`config.mk`:
```
export PLATFORM = sky130hd
export DESIGN_NAME = ler_mapa
export DESIGN_NICKNAME = d
export VERILOG_FILES = /design/src/rtl/ler_mapa_pkg.sv /design/src/rtl/divisor_tick.sv /design/src/rtl/ler_mapa.sv
export SDC_FILE = /design/constraint.sdc
export NUM_CORES = 1
export LEC_CHECK = 0
export ABC_CLOCK_PERIOD_IN_PS = 2800
export CAP_MARGIN = 25
export CELL_PAD_IN_SITES_DETAIL_PLACEMENT = 0
export CELL_PAD_IN_SITES_GLOBAL_PLACEMENT = 1
export CORE_MARGIN = 2
export CORE_UTILIZATION = 39
export DETAILED_ROUTE_END_ITERATION = 8
export PLACE_DENSITY_LB_ADDON = 0.05
export SLEW_MARGIN = 5
export SYNTH_ARGS = -nofsm -noshare
export SYNTH_HDL_FRONTEND = slang
export SYNTH_HIERARCHICAL = 1
export SYNTH_SLANG_ARGS = --single-unit
```
`constraint.sdc`:
```
create_clock -name clk -period 2.8 [get_ports clk]
set_input_delay 0.7 -clock clk [delete_from_list [all_inputs] [get_ports clk]]
set_output_delay 0.7 -clock clk [all_outputs]
set_load 0.01 [all_outputs]
```
`src/rtl/ler_mapa_pkg.sv`:
```
// Shared geometry, types and cell-index helpers for the attack-map LED matrix scanner.
package ler_mapa_pkg;

   localparam int unsigned NCOLS = 5;
   localparam int unsigned NROWS = 7;
   localparam int unsigned MAP_W = 35;
   localparam int unsigned COL_W = 3;
   localparam int unsigned ROW_W = 3;
   localparam int unsigned IDX_W = 6;

   typedef logic [MAP_W-1:0] map_t;
   typedef logic [NCOLS-1:0] col_sel_t;
   typedef logic [NROWS-1:0] row_drv_t;

   typedef struct packed {
      logic             en;
      logic [ROW_W-1:0] lin;
      logic [COL_W-1:0] col;
   } cursor_t;

   // Cell (r, c) lives at bit r*NCOLS + c of the map.
   function automatic logic [IDX_W-1:0] cell_idx(input logic [ROW_W-1:0] r,
                                                 input logic [COL_W-1:0] c);
      return IDX_W'(r) * IDX_W'(NCOLS) + IDX_W'(c);
   endfunction

   function automatic col_sel_t onehot_col(input logic [COL_W-1:0] c);
      return col_sel_t'(1) << c;
   endfunction

endpackage

```
`src/rtl/divisor_tick.sv`:
```
// Free-running prescaler: tick is high in the cycle the count sits at DIV-1.
module divisor_tick #(
   parameter int unsigned DIV = 10000
) (
   input  logic clk,
   input  logic reset,
   output logic tick
);

   localparam int unsigned CNT_W = (DIV > 1) ? $clog2(DIV) : 1;
   localparam logic [CNT_W-1:0] LAST = CNT_W'(DIV - 1);

   logic [CNT_W-1:0] cnt_q;
   logic [CNT_W-1:0] cnt_d;

   always_comb begin
      cnt_d = cnt_q + CNT_W'(1);
      if (cnt_q == LAST) cnt_d = '0;
   end

   always_ff @(posedge clk or posedge reset) begin
      if (reset) cnt_q <= '0;
      else       cnt_q <= cnt_d;
   end

   assign tick = (cnt_q == LAST);

endmodule

```
`src/rtl/ler_mapa.sv`:
```
// Column-multiplexed LED-matrix driver for a 7x5 attack map with a blinking cursor overlay.
module ler_mapa
   import ler_mapa_pkg::*;
#(
   parameter int unsigned DIV          = 10000,
   parameter int unsigned BLINK_FRAMES = 25
) (
   input  logic                 clk,
   input  logic                 reset,
   input  logic [MAP_W-1:0]     mapa,
   input  logic                 cursor_en,
   input  logic [ROW_W-1:0]     cur_lin,
   input  logic [COL_W-1:0]     cur_col,
   output logic [NCOLS-1:0]     coluna,
   output logic [NROWS-1:0]     linha,
   output logic                 frame_done
);

   localparam int unsigned FC_W = (BLINK_FRAMES > 1) ? $clog2(BLINK_FRAMES) : 1;
   localparam logic [FC_W-1:0]  FC_LAST  = FC_W'(BLINK_FRAMES - 1);
   localparam logic [COL_W-1:0] COL_LAST = COL_W'(NCOLS - 1);

   logic tick;

   divisor_tick #(.DIV(DIV)) u_div (
      .clk   (clk),
      .reset (reset),
      .tick  (tick)
   );

   logic [COL_W-1:0] col_q,   col_d;
   map_t             buf_q,   buf_d;
   logic [FC_W-1:0]  fcnt_q,  fcnt_d;
   logic             blink_q, blink_d;
   col_sel_t         coluna_d;
   row_drv_t         linha_d;
   logic             fd_d;

   cursor_t          cur;
   logic             wrap;
   logic [COL_W-1:0] new_col;
   map_t             src;
   logic             cur_ok;
   row_drv_t         cells;
   row_drv_t         overlay;

   assign cur     = '{en: cursor_en, lin: cur_lin, col: cur_col};
   assign wrap    = (col_q == COL_LAST);
   assign new_col = wrap ? '0 : col_q + COL_W'(1);
   // The column shown right after the frame boundary must use the freshly sampled map.
   assign src     = wrap ? mapa : buf_q;
   assign cur_ok  = cur.en && (cur.lin < ROW_W'(NROWS)) && (cur.col < COL_W'(NCOLS));

   always_comb begin
      col_d    = col_q;
      buf_d    = buf_q;
      fcnt_d   = fcnt_q;
      blink_d  = blink_q;
      coluna_d = coluna;
      linha_d  = linha;
      fd_d     = 1'b0;
      cells    = '0;
      overlay  = '0;

      if (tick && wrap) begin
         buf_d = mapa;
         fd_d  = 1'b1;
         if (fcnt_q == FC_LAST) begin
            fcnt_d  = '0;
            blink_d = ~blink_q;
         end else begin
            fcnt_d = fcnt_q + FC_W'(1);
         end
      end

      for (int r = 0; r < NROWS; r++) begin
         cells[r] = src[cell_idx(ROW_W'(r), new_col)];
      end
      // New blink phase takes effect from column 0 of the new frame.
      if (cur_ok && blink_d && (cur.col == new_col)) begin
         overlay[cur.lin] = 1'b1;
      end

      if (tick) begin
         col_d    = new_col;
         coluna_d = onehot_col(new_col);
         linha_d  = ~(cells ^ overlay);
      end
   end

   always_ff @(posedge clk or posedge reset) begin
      if (reset) begin
         col_q      <= '0;
         buf_q      <= '0;
         fcnt_q     <= '0;
         blink_q    <= 1'b0;
         coluna     <= col_sel_t'(1);
         linha      <= '1;
         frame_done <= 1'b0;
      end else begin
         col_q      <= col_d;
         buf_q      <= buf_d;
         fcnt_q     <= fcnt_d;
         blink_q    <= blink_d;
         coluna     <= coluna_d;
         linha      <= linha_d;
         frame_done <= fd_d;
      end
   end

endmodule

```
Word-level counts from Yosys, hierarchy flattened
Index checks and enable logic that the tools add are counted.
Widths: inputs -> output; s select.
{"block": "classes", "add_sub_neg": 9, "magnitude_cmp": 11, "eq_ne": 4, "n_shift": 1, "muxes": 24, "bitwise": 3, "n_reduce_logical": 6}
{"op": "$bmux 1 s6", "count": 6}
{"op": "$mux 35", "count": 1}
{"op": "$lt 6x7->1 const B", "count": 3}
{"op": "$add 5x3->6 const A", "count": 3}
{"op": "$add 14x1->14 const B", "count": 1}
{"op": "$eq 14x14->1 const B", "count": 1}
{"op": "$lt 5x7->1 const B", "count": 2}
{"op": "$mux 14", "count": 1}
{"op": "$mux 1", "count": 11}
{"op": "$add 4x3->5 const A", "count": 2}
{"op": "$lt 3x7->1 const B", "count": 1}
{"op": "$lt 4x7->1 const B", "count": 1}
{"op": "$mux 7", "count": 1}
{"op": "$not 7->7", "count": 1}
{"op": "$xor 7x7->7", "count": 1}
{"op": "$logic_and 1x1->1", "count": 6}
{"op": "$lt 3x3->1 const B", "count": 2}
{"op": "$add 5x1->5 const B", "count": 1}
{"op": "$eq 5x5->1 const B", "count": 1}
{"op": "$mux 5", "count": 1}
{"op": "$shl 1x3->5 const A", "count": 1}
{"op": "$add 3x3->4 const A", "count": 1}
{"op": "$lt 3x4->1 const B", "count": 1}
{"op": "$add 3x1->3 const B", "count": 1}
{"op": "other kinds (7)", "count": 7}
{"block": "word_totals", "register_bits": 71, "input_bits": 44, "output_inout_bits": 13, "elab_cells": 66}

Logic depth before layout (Yosys ltp)
Gate-level depths: netlist of run 1.
{"block": "depth", "depth_word": 8, "depth_mapped": 15}

Hierarchy
Netlist of run 1, hierarchy kept.
{"mod": "ler_mapa", "instances": 1, "cells_per_inst": 423, "area_each_um2": 3868.7, "seq_area_each_um2": 1436.4}
{"mod": "divisor_tick", "instances": 1, "cells_per_inst": 63, "area_each_um2": 671.9, "seq_area_each_um2": 350.3}

Worst setup path after synthesis of run 1
No wires, ideal clock.
{"block": "synth_path", "path_type": "register to register", "from": "reg col_q[0]", "to": "reg linha[2]", "setup_time_ns": 0.073, "t_arrival_ns": 3.056, "slack_ns": -0.329, "stages_incl_launch_ff": 16, "n_path_buf": 4, "path_cell_list": "dfrtp_1 -> buf_6 -> buf_6 -> inv_1 -> ha_1 -> nand2b_1 -> mux2_2 -> buf_4 -> inv_1 -> ha_1 -> clkbuf_1 -> mux4_2 -> mux2i_1 -> o211ai_1 -> xnor2_1 -> a21oi_1"}
{"block": "synth_via", "elab_chain_cells": 8}
{"item": "from (decl)", "line": "ler_mapa.sv:31", "rtl": "logic [COL_W-1:0] col_q, col_d;"}
{"item": "from (signal assigned)", "line": "ler_mapa.sv:101", "rtl": "col_q <= col_d;"}
{"item": "parallel branches: the longest is 6 deep, another holds $add 4x3->5"}
{"item": "$xor 7x7->7 (*)", "line": "ler_mapa.sv:87", "rtl": "linha_d = ~(cells ^ overlay);"}
{"item": "$not 7->7 (*)", "line": "ler_mapa.sv:87"}
{"item": "to (signal assigned)", "line": "ler_mapa.sv:106", "rtl": "linha <= linha_d;"}
{"item": "to (decl)", "line": "ler_mapa.sv:15", "rtl": "output logic [NROWS-1:0] linha,"}
Mark *: on every way between the ends. The select of a mux whose other input is x is not followed.
A chain may end at the register's enable or synchronous reset.

Worst setup path in the final report of run 1
{"block": "layout_path", "from": "reg col_q[0]", "to": "reg linha[5]"}
{"item": "$add 3x1->3 / $eq 3x3->1 (equally long branches)", "line": "ler_mapa.sv:49, ler_mapa.sv:48"}
{"item": "$mux 3 (*)", "line": "ler_mapa.sv:49", "rtl": "assign new_col = wrap ? '0 : col_q + COL_W'(1);"}
{"item": "named net new_col[1]", "line": "ler_mapa.sv:41", "rtl": "logic [COL_W-1:0] new_col;"}
{"item": "$add 5x3->6 / $eq 3x3->1 (equally long branches)", "line": "ler_mapa_pkg.sv:24, ler_mapa.sv:80"}
{"item": "$bmux 1 s6 / $logic_and 1x1->1 (equally long branches)", "line": "ler_mapa.sv:77, ler_mapa.sv:80"}
{"item": "$mux 1 (implied by the code) / $mux 7 (equally long branches)", "line": "ler_mapa.sv:77, ler_mapa.sv:80"}
{"item": "$xor 7x7->7 (*)", "line": "ler_mapa.sv:87"}
{"item": "$not 7->7 (*)", "line": "ler_mapa.sv:87"}
Mark *: on every way through the listed nets, which the timed path passes. The rest lies on a longest branch. The select of a mux whose other input is x is not followed.

==> results.md, run 1 <==
* Avg Cell Area, Syn at 9.34 um2
* Fin nets at 613
* Metal2 WL at 5620 um
* Synthesis Warnings at 6
* Post-Route WL at 12000 um
* Initial DRC Count at 177
* Max Clk Rate at 0.371 GHz
* HP Class: flop to flop
* Setup slack after layout at 0.103 ns
* Clock transition at path regs at 0.06 ns
* Asr flop ratio synth at 100%
* Global-route wire length before repair at 19900 um
* Ports at 57
* Critical path fanouts, max at 8
* Antenna violations before repair at 0
* Skew final at 0.00883 ns
* DP Wirelength at 8920 um
* Hold buffers post-CTS at 0
* Hold_ws at 0.481 ns
* Via-to-Cell Ratio at 5.40
* Tightest Pin Transition at 0.731 ns
* Status: completed
* Synth Flop Type: dfrtp_1
* GPL Wtd Cong at 0.822
* Initial Utilization at 39.9%
* Pin count of the biggest net entering global routing at 39
* DRC at 0
* Commonest non-fill, non-tap cell in the layout: nand2_1
* FF-to-FF setup slack at 0.10 ns
* RSZ-0062 raised after global routing: yes
* Clk root buf: clkbuf_16
* R2r worst-path depth at 10
* Yosys cell types at 59
* Share of layout cells above drive strength 1 at 20.7%
* Worst VDD drop at 0.332 mV
* Chip width at 112 um
* Synth Cell Area at 4540 um2
* Vias in the first global route at 3784
* Met1 Wirelength at 5690 um
* Maximum buffer depth of the clock tree at 2
* FF+latch count, synth at 71
* Hold Crit Depth at 2
* DR WL met3 at 419 um
* Fillers at 1056
* Antenna Cells at 0
* CP Launch Type: flop
* Std cell rows at 39
* CP endpoint kind: flop
* Fin. Hold Viols at 0
* CTS tree: done
* Max Cap Violations at 0
* Critical path class: flop to flop
* CTS H-tree lvls at 3
* Clock latency on the worst-skew pair at 0.34 ns
* Die height at 112 um
* Routed Antenna Nets at 0
* # setup viols final at 0
* Tot GR Track Use at 20.2%
* Post-Synthesis Cells at 486
* Register area share after synthesis at 39.3%
* Port Buffers at 56
* Die area at 12500 um2
* Clock tree sinks at 71
* Core area at 11400 um2
* Gr ovfl total at 0
* CP Data Arrival Time at 2.98 ns
* Drt wl/cell at 17.1 um
* Final worst path period share at 96.3%
* Setup Total Neg Slack at 0 ns
* Place WS at -0.0553 ns
* Uppermost layer routed: met4
* P&R area growth vs syn at 28.1%
* Total power draw at 2.30 mW
* CTS buffer count at 9
* Commonest non-fill, non-tap cells in the layout: 136 x nand2_1, 62 x dfrtp_1, 56 x clkdlybuf4s50_1
* Critical Path RT at 3.08 ns
* Final Max Tran Viols at 0
* Post-synth EDFFs at 0
* Power per cell area at 396 nW/um2
* Slew margin rel. at 50.8%
* Tmin final at 2.70 ns
* Leak Pwr at 2.34 nW
* DR pass1 iterations at 4
* Synthesized Nets at 543
* Vias at 3803
-- critical path, cell delays in order, from the launching register on --
cell and delay [ns]:
dfrtp_2 0.39, clkinvlp_4 0.13, ha_4 0.37, inv_1 0.12, ha_2 0.35, buf_4 0.16
or3_1 0.36, a21oi_1 0.27, a2111oi_4 0.09, a2111o_1 0.32, nand3_2 0.08
-- worst paths after layout --
| check | from | end |
|---|---|---|
| worst min register to register | buf_q[28] | buf_q[28] |
| worst min-delay path | buf_q[28] | buf_q[28] |
| min in group asynchronous | reset | fcnt_q[1] |
| max in group asynchronous | reset | linha[0] |
| worst max-delay path | col_q[0] | linha[5] |
| worst max register to register | col_q[0] | linha[5] |
-- synthesized netlist by cell type (2+ instances only) --
master	n	area, um2
a211o_1	4	35.0
a211oi_1	6	45.0
a211oi_2	3	37.5
a21oi_1	6	30.0
a311o_1	2	20.0
a31oi_1	3	18.8
and2_1	4	25.0
buf_2	5	25.0
buf_4	4	30.0
buf_6	4	45.0
clkbuf_1	14	52.6
dfrtp_1	63	1580
dfstp_2	8	210
ha_1	13	163
inv_1	13	48.8
mux2_1	2	22.5
mux2_2	16	180
mux2_4	4	60.1
mux2i_1	15	150
mux4_2	14	315
nand2_1	136	510
nand2b_1	3	18.8
nand3_1	20	100
nand4_1	3	18.8
nor2_1	26	97.6
nor2b_1	8	50.1
nor3_1	4	20.0
nor4_1	3	18.8
o2111ai_1	4	35.0
o211ai_1	14	105
o21ai_0	15	75.1
o2bb2ai_1	2	17.5
o31ai_1	2	15.0
o32a_1	2	20.0
or3_1	4	25.0
xnor2_1	7	61.3
xor2_1	8	70.1
-- per-layer routing --
metal / up-vias / global-route usage, %
met3: 18 / 3.43
met4: 0 / 8.07
met2: 76 / 31.2
met1: 1860 / 28.4
li1: 1849 / -
met5: - / 0
-- per-stage QoR --
stage | instances | instance area, um2 | util, %
2_1_floorplan | 486 | 4620 | -
3_3_place_gp | 683 | 5400 | 47.5
3_5_place_dp | 683 | 5400 | 47.5
4_1_cts | 699 | 5720 | 50.3
5_1_grt | 704 | 5820 | 51.2
6_report | 704 | 5820 | 51.2
-- registers in the layout, summed over array words and instances, names as in the netlist --
name	count
col_q	3
blink_q	1
linha	7
u_div/cnt_q	14
coluna	5
fcnt_q	5
frame_done	1
buf_q	35
-- cell type report --
| cell class | instances | area (um2) | area share, % |
|---|---|---|---|
| multi-input cells | 373 | 2670 | 45.9 |
| flip-flops and latches | 71 | 1790 | 30.7 |
| repair buffers | 86 | 815 | 14.0 |
| clock buffers | 13 | 280 | 4.82 |
| well taps | 143 | 179 | 3.08 |
| inverters | 15 | 63.8 | 1.10 |
| clock inverters | 3 | 23.8 | 0.409 |
-- what timing repair did --
item,CTS,global route
endpoints found under the hold margin,0,0
pin swaps,2,5
setup buffers,0,5
setup endpoints to repair,6,7
resized for setup,2,11
-- power breakdown --
| part | total, mW | switching, mW | internal (mW) | leakage [nW] |
|---|---|---|---|---|
| registers | 1.03 | 0 | 1.03 | 0.765 |
| logic | 0.117 | 0.0526 | 0.0647 | 1.43 |
| clock network | 1.16 | 0.458 | 0.700 | 0.144 |
-- kinds of logic after synthesis --
kind of cell               after synthesis  share of synthesized area (%)
DFF                                     71                           39.3
adders and majority gates               13                           3.58
and+or+nand+nor                        220                           21.4
xor gates and xnor gates                15                           2.89
AOI/OAI and AO/OA                       74                           12.1
muxes                                   51                           16.0
buffers and inverters                   42                           4.63
Power figures use the tool's default switching activity.
==> run 2, diff against run 1 <==
--- a/config.mk
+++ b/config.mk
@@ -10,9 +10,9 @@
 export CELL_PAD_IN_SITES_DETAIL_PLACEMENT = 0
 export CELL_PAD_IN_SITES_GLOBAL_PLACEMENT = 1
 export CORE_MARGIN = 2
-export CORE_UTILIZATION = 39
+export CORE_UTILIZATION = 35
 export DETAILED_ROUTE_END_ITERATION = 8
-export PLACE_DENSITY_LB_ADDON = 0.05
+export PLACE_DENSITY = 0.7
 export SLEW_MARGIN = 5
 export SYNTH_ARGS = -nofsm -noshare
 export SYNTH_HDL_FRONTEND = slang
==> results.md, run 2 (synthesis gave the netlist of run 1 again) <==
* Via-to-Cell Ratio at 5.10 (was 5.40)
* Total placed cells including tap cells at 716 (was 683)
* GPL Wtd Cong at 0.832 (was 0.822)
* Tot GR Track Use at 17.8% (was 20.2%)
* Total power draw at 2.19 mW (was 2.30 mW)
* Die area at 13900 um2 (was 12500 um2)
* Status: completed (unchanged)
* DP Wirelength at 8620 um (was 8920 um)
* P&R area growth vs syn at 28.1% (about the same)
* Fin. Hold Viols at 0 (unchanged)
* Std cell rows at 41 (was 39)
* Fin nets at 613 (unchanged)
* FF+latch area at 1790 um2 (unchanged)
* Post-Route WL at 11800 um (was 12000 um)
* DR pass1 iterations at 4 (unchanged)
* Worst VDD drop at 0.227 mV (was 0.332 mV)
* CTS tree: done (unchanged)
* Skew final at 0.00953 ns (was 0.00883 ns)
* Multi-input gate area at 2660 um2 (was 2670 um2)
* Commonest non-fill, non-tap cells in the layout: 136 x nand2_1, 62 x dfrtp_1, 56 x clkdlybuf4s50_1 (unchanged)
* Critical Path RT at 3.08 ns (about the same)
* Initial Utilization at 36.0% (was 39.9%)
* Routed Antenna Nets at 0 (unchanged)
* Final Non-Filler Cells at 733 (was 704)
* Clock latency on the worst-skew pair at 0.34 ns (about the same)
* Gr ovfl total at 0 (unchanged)
* Biggest regs: buf_q x35, u_div/cnt_q x14, linha x7 (unchanged)
* Number of flip-flops in the largest register at 35 (unchanged)
* Tightest Pin Transition at 0.738 ns (was 0.731 ns)
* Tmin final at 2.68 ns (was 2.70 ns)
* Fillers at 1232 (was 1056)
* CP Data Arrival Time at 2.97 ns (was 2.98 ns)
* Antenna Cells at 0 (unchanged)
* Clock tree sinks at 71 (unchanged)
* Critical path class: flop to flop (unchanged)
* Global-route wire length before repair at 19400 um (was 19900 um)
* Final Max Tran Viols at 0 (unchanged)
* Pin count of the biggest net entering global routing at 39 (unchanged)
* Commonest non-fill, non-tap cell in the layout: nand2_1 (unchanged)
* Max Clk Rate at 0.372 GHz (was 0.371 GHz)
* Top reg by flops: buf_q (unchanged)
* Max Cap Violations at 0 (unchanged)
* Vias at 3737 (was 3803)
* Chip width at 118 um (was 112 um)
* HP Class: flop to flop (unchanged)
* Ports at 57 (unchanged)
* Die height at 118 um (was 112 um)
* CTS buffer count at 9 (unchanged)
* Final worst path period share at 95.9% (was 96.3%)
* Antenna violations before repair at 0 (unchanged)
* Maximum buffer depth of the clock tree at 2 (unchanged)
* Slew margin rel. at 50.3% (was 50.8%)
* CP endpoint kind: flop (unchanged)
* Core area at 12600 um2 (was 11400 um2)
* Share of layout cells above drive strength 1 at 19.4% (was 20.7%)
* Clk root buf: clkbuf_16 (unchanged)
* # setup viols final at 0 (unchanged)
* DRC at 0 (unchanged)
* Port Buffers at 56 (unchanged)
* CP Launch Type: flop (unchanged)
* Drt wl/cell at 16.1 um (was 17.1 um)
* CTS H-tree lvls at 3 (unchanged)
* Leak Pwr at 2.32 nW (was 2.34 nW)
* Vias in the first global route at 3698 (was 3784)
* Initial DRC Count at 218 (was 177)
* Critical path fanouts, max at 4 (was 8)
* Power per cell area at 377 nW/um2 (was 396 nW/um2)
* Clock transition at path regs at 0.06 ns (about the same)
## run 2: path summary, 6_finish.rpt
kind                       slack (ns)            start  cells after the start        endpoint
min reg2reg                      0.47        buf_q[28]                      2       buf_q[28]
max in group asynchronous        1.40            reset                      3       buf_q[19]
max                              0.12  u_div/cnt_q[11]                      8        linha[5]
max reg2reg                      0.12  u_div/cnt_q[11]                      8        linha[5]
min                              0.47        buf_q[28]                      2       buf_q[28]
min in group asynchronous        0.75            reset                      2  u_div/cnt_q[8]
## run 2: stage by stage
| step | setup slack (ns) | cell area (um2) | hold WS, ns | setup TNS [ns] | utilization [%] |
|---|---|---|---|---|---|
| after floorplan | -0.0674 | 4620 | 0.438 | -0.119 | - |
| after global placement | -0.0410 | 5480 | 0.460 | -0.0900 | 43.4 |
| after detailed placement | -0.0666 | 5480 | 0.459 | -0.236 | 43.4 |
| after CTS | 0.00332 | 5750 | 0.474 | 0 | 45.6 |
| after global routing | -0.0386 | 5810 | 0.505 | -0.0485 | 46.1 |
| final | 0.115 | 5810 | 0.473 | 0 | 46.1 |
## run 2: critical path: stages, from the launching register on
cell,delay (ns)
dfrtp_1,0.37
or4b_4,0.56
nor4_4,0.24
nand3_2,0.14
or3_4,0.43
a211oi_4,0.28
o2111ai_1,0.15
a2111o_1,0.36
nand3_1,0.09
## run 2: cell type report
type	instances	area share, %
multi-input combinational	373	45.7
sequential	71	30.8
timing repair buffer	86	14.2
clock buffer	15	4.43
tap	172	3.70
inverter	15	1.10
clock inverter	1	0.0861
## run 2: repair_timing
| item | 4_1_cts | 5_1_grt |
|---|---|---|
| gates resized for setup | 1 | 9 |
| hold buffers | 0 | 0 |
| pin swaps | 1 | 2 |
| setup endpoints to repair | 6 | 7 |
| setup buffers | 0 | 1 |
## run 2: routing by layer
layer  track usage (%)  routed length, um
met5                 0                  0
met4              4.97                119
met3              5.28                557
met2              27.9               5550
met1              23.8               5550
## run 2: where the power goes
part	leakage (nW)	internal, mW	switching (mW)
combinational	1.43	0.0637	0.0526
sequential	0.765	1.03	0
clock	0.128	0.624	0.422
==> run 3, diff against run 2 <==
--- a/config.mk
+++ b/config.mk
@@ -11,6 +11,7 @@
 export CELL_PAD_IN_SITES_GLOBAL_PLACEMENT = 1
 export CORE_MARGIN = 2
 export CORE_UTILIZATION = 35
+export CTS_CLUSTER_SIZE = 16
 export DETAILED_ROUTE_END_ITERATION = 8
 export PLACE_DENSITY = 0.7
 export SLEW_MARGIN = 5
==> results of run 3 <==
No change in the layout: final DEF, timing and power equal those of run 2.
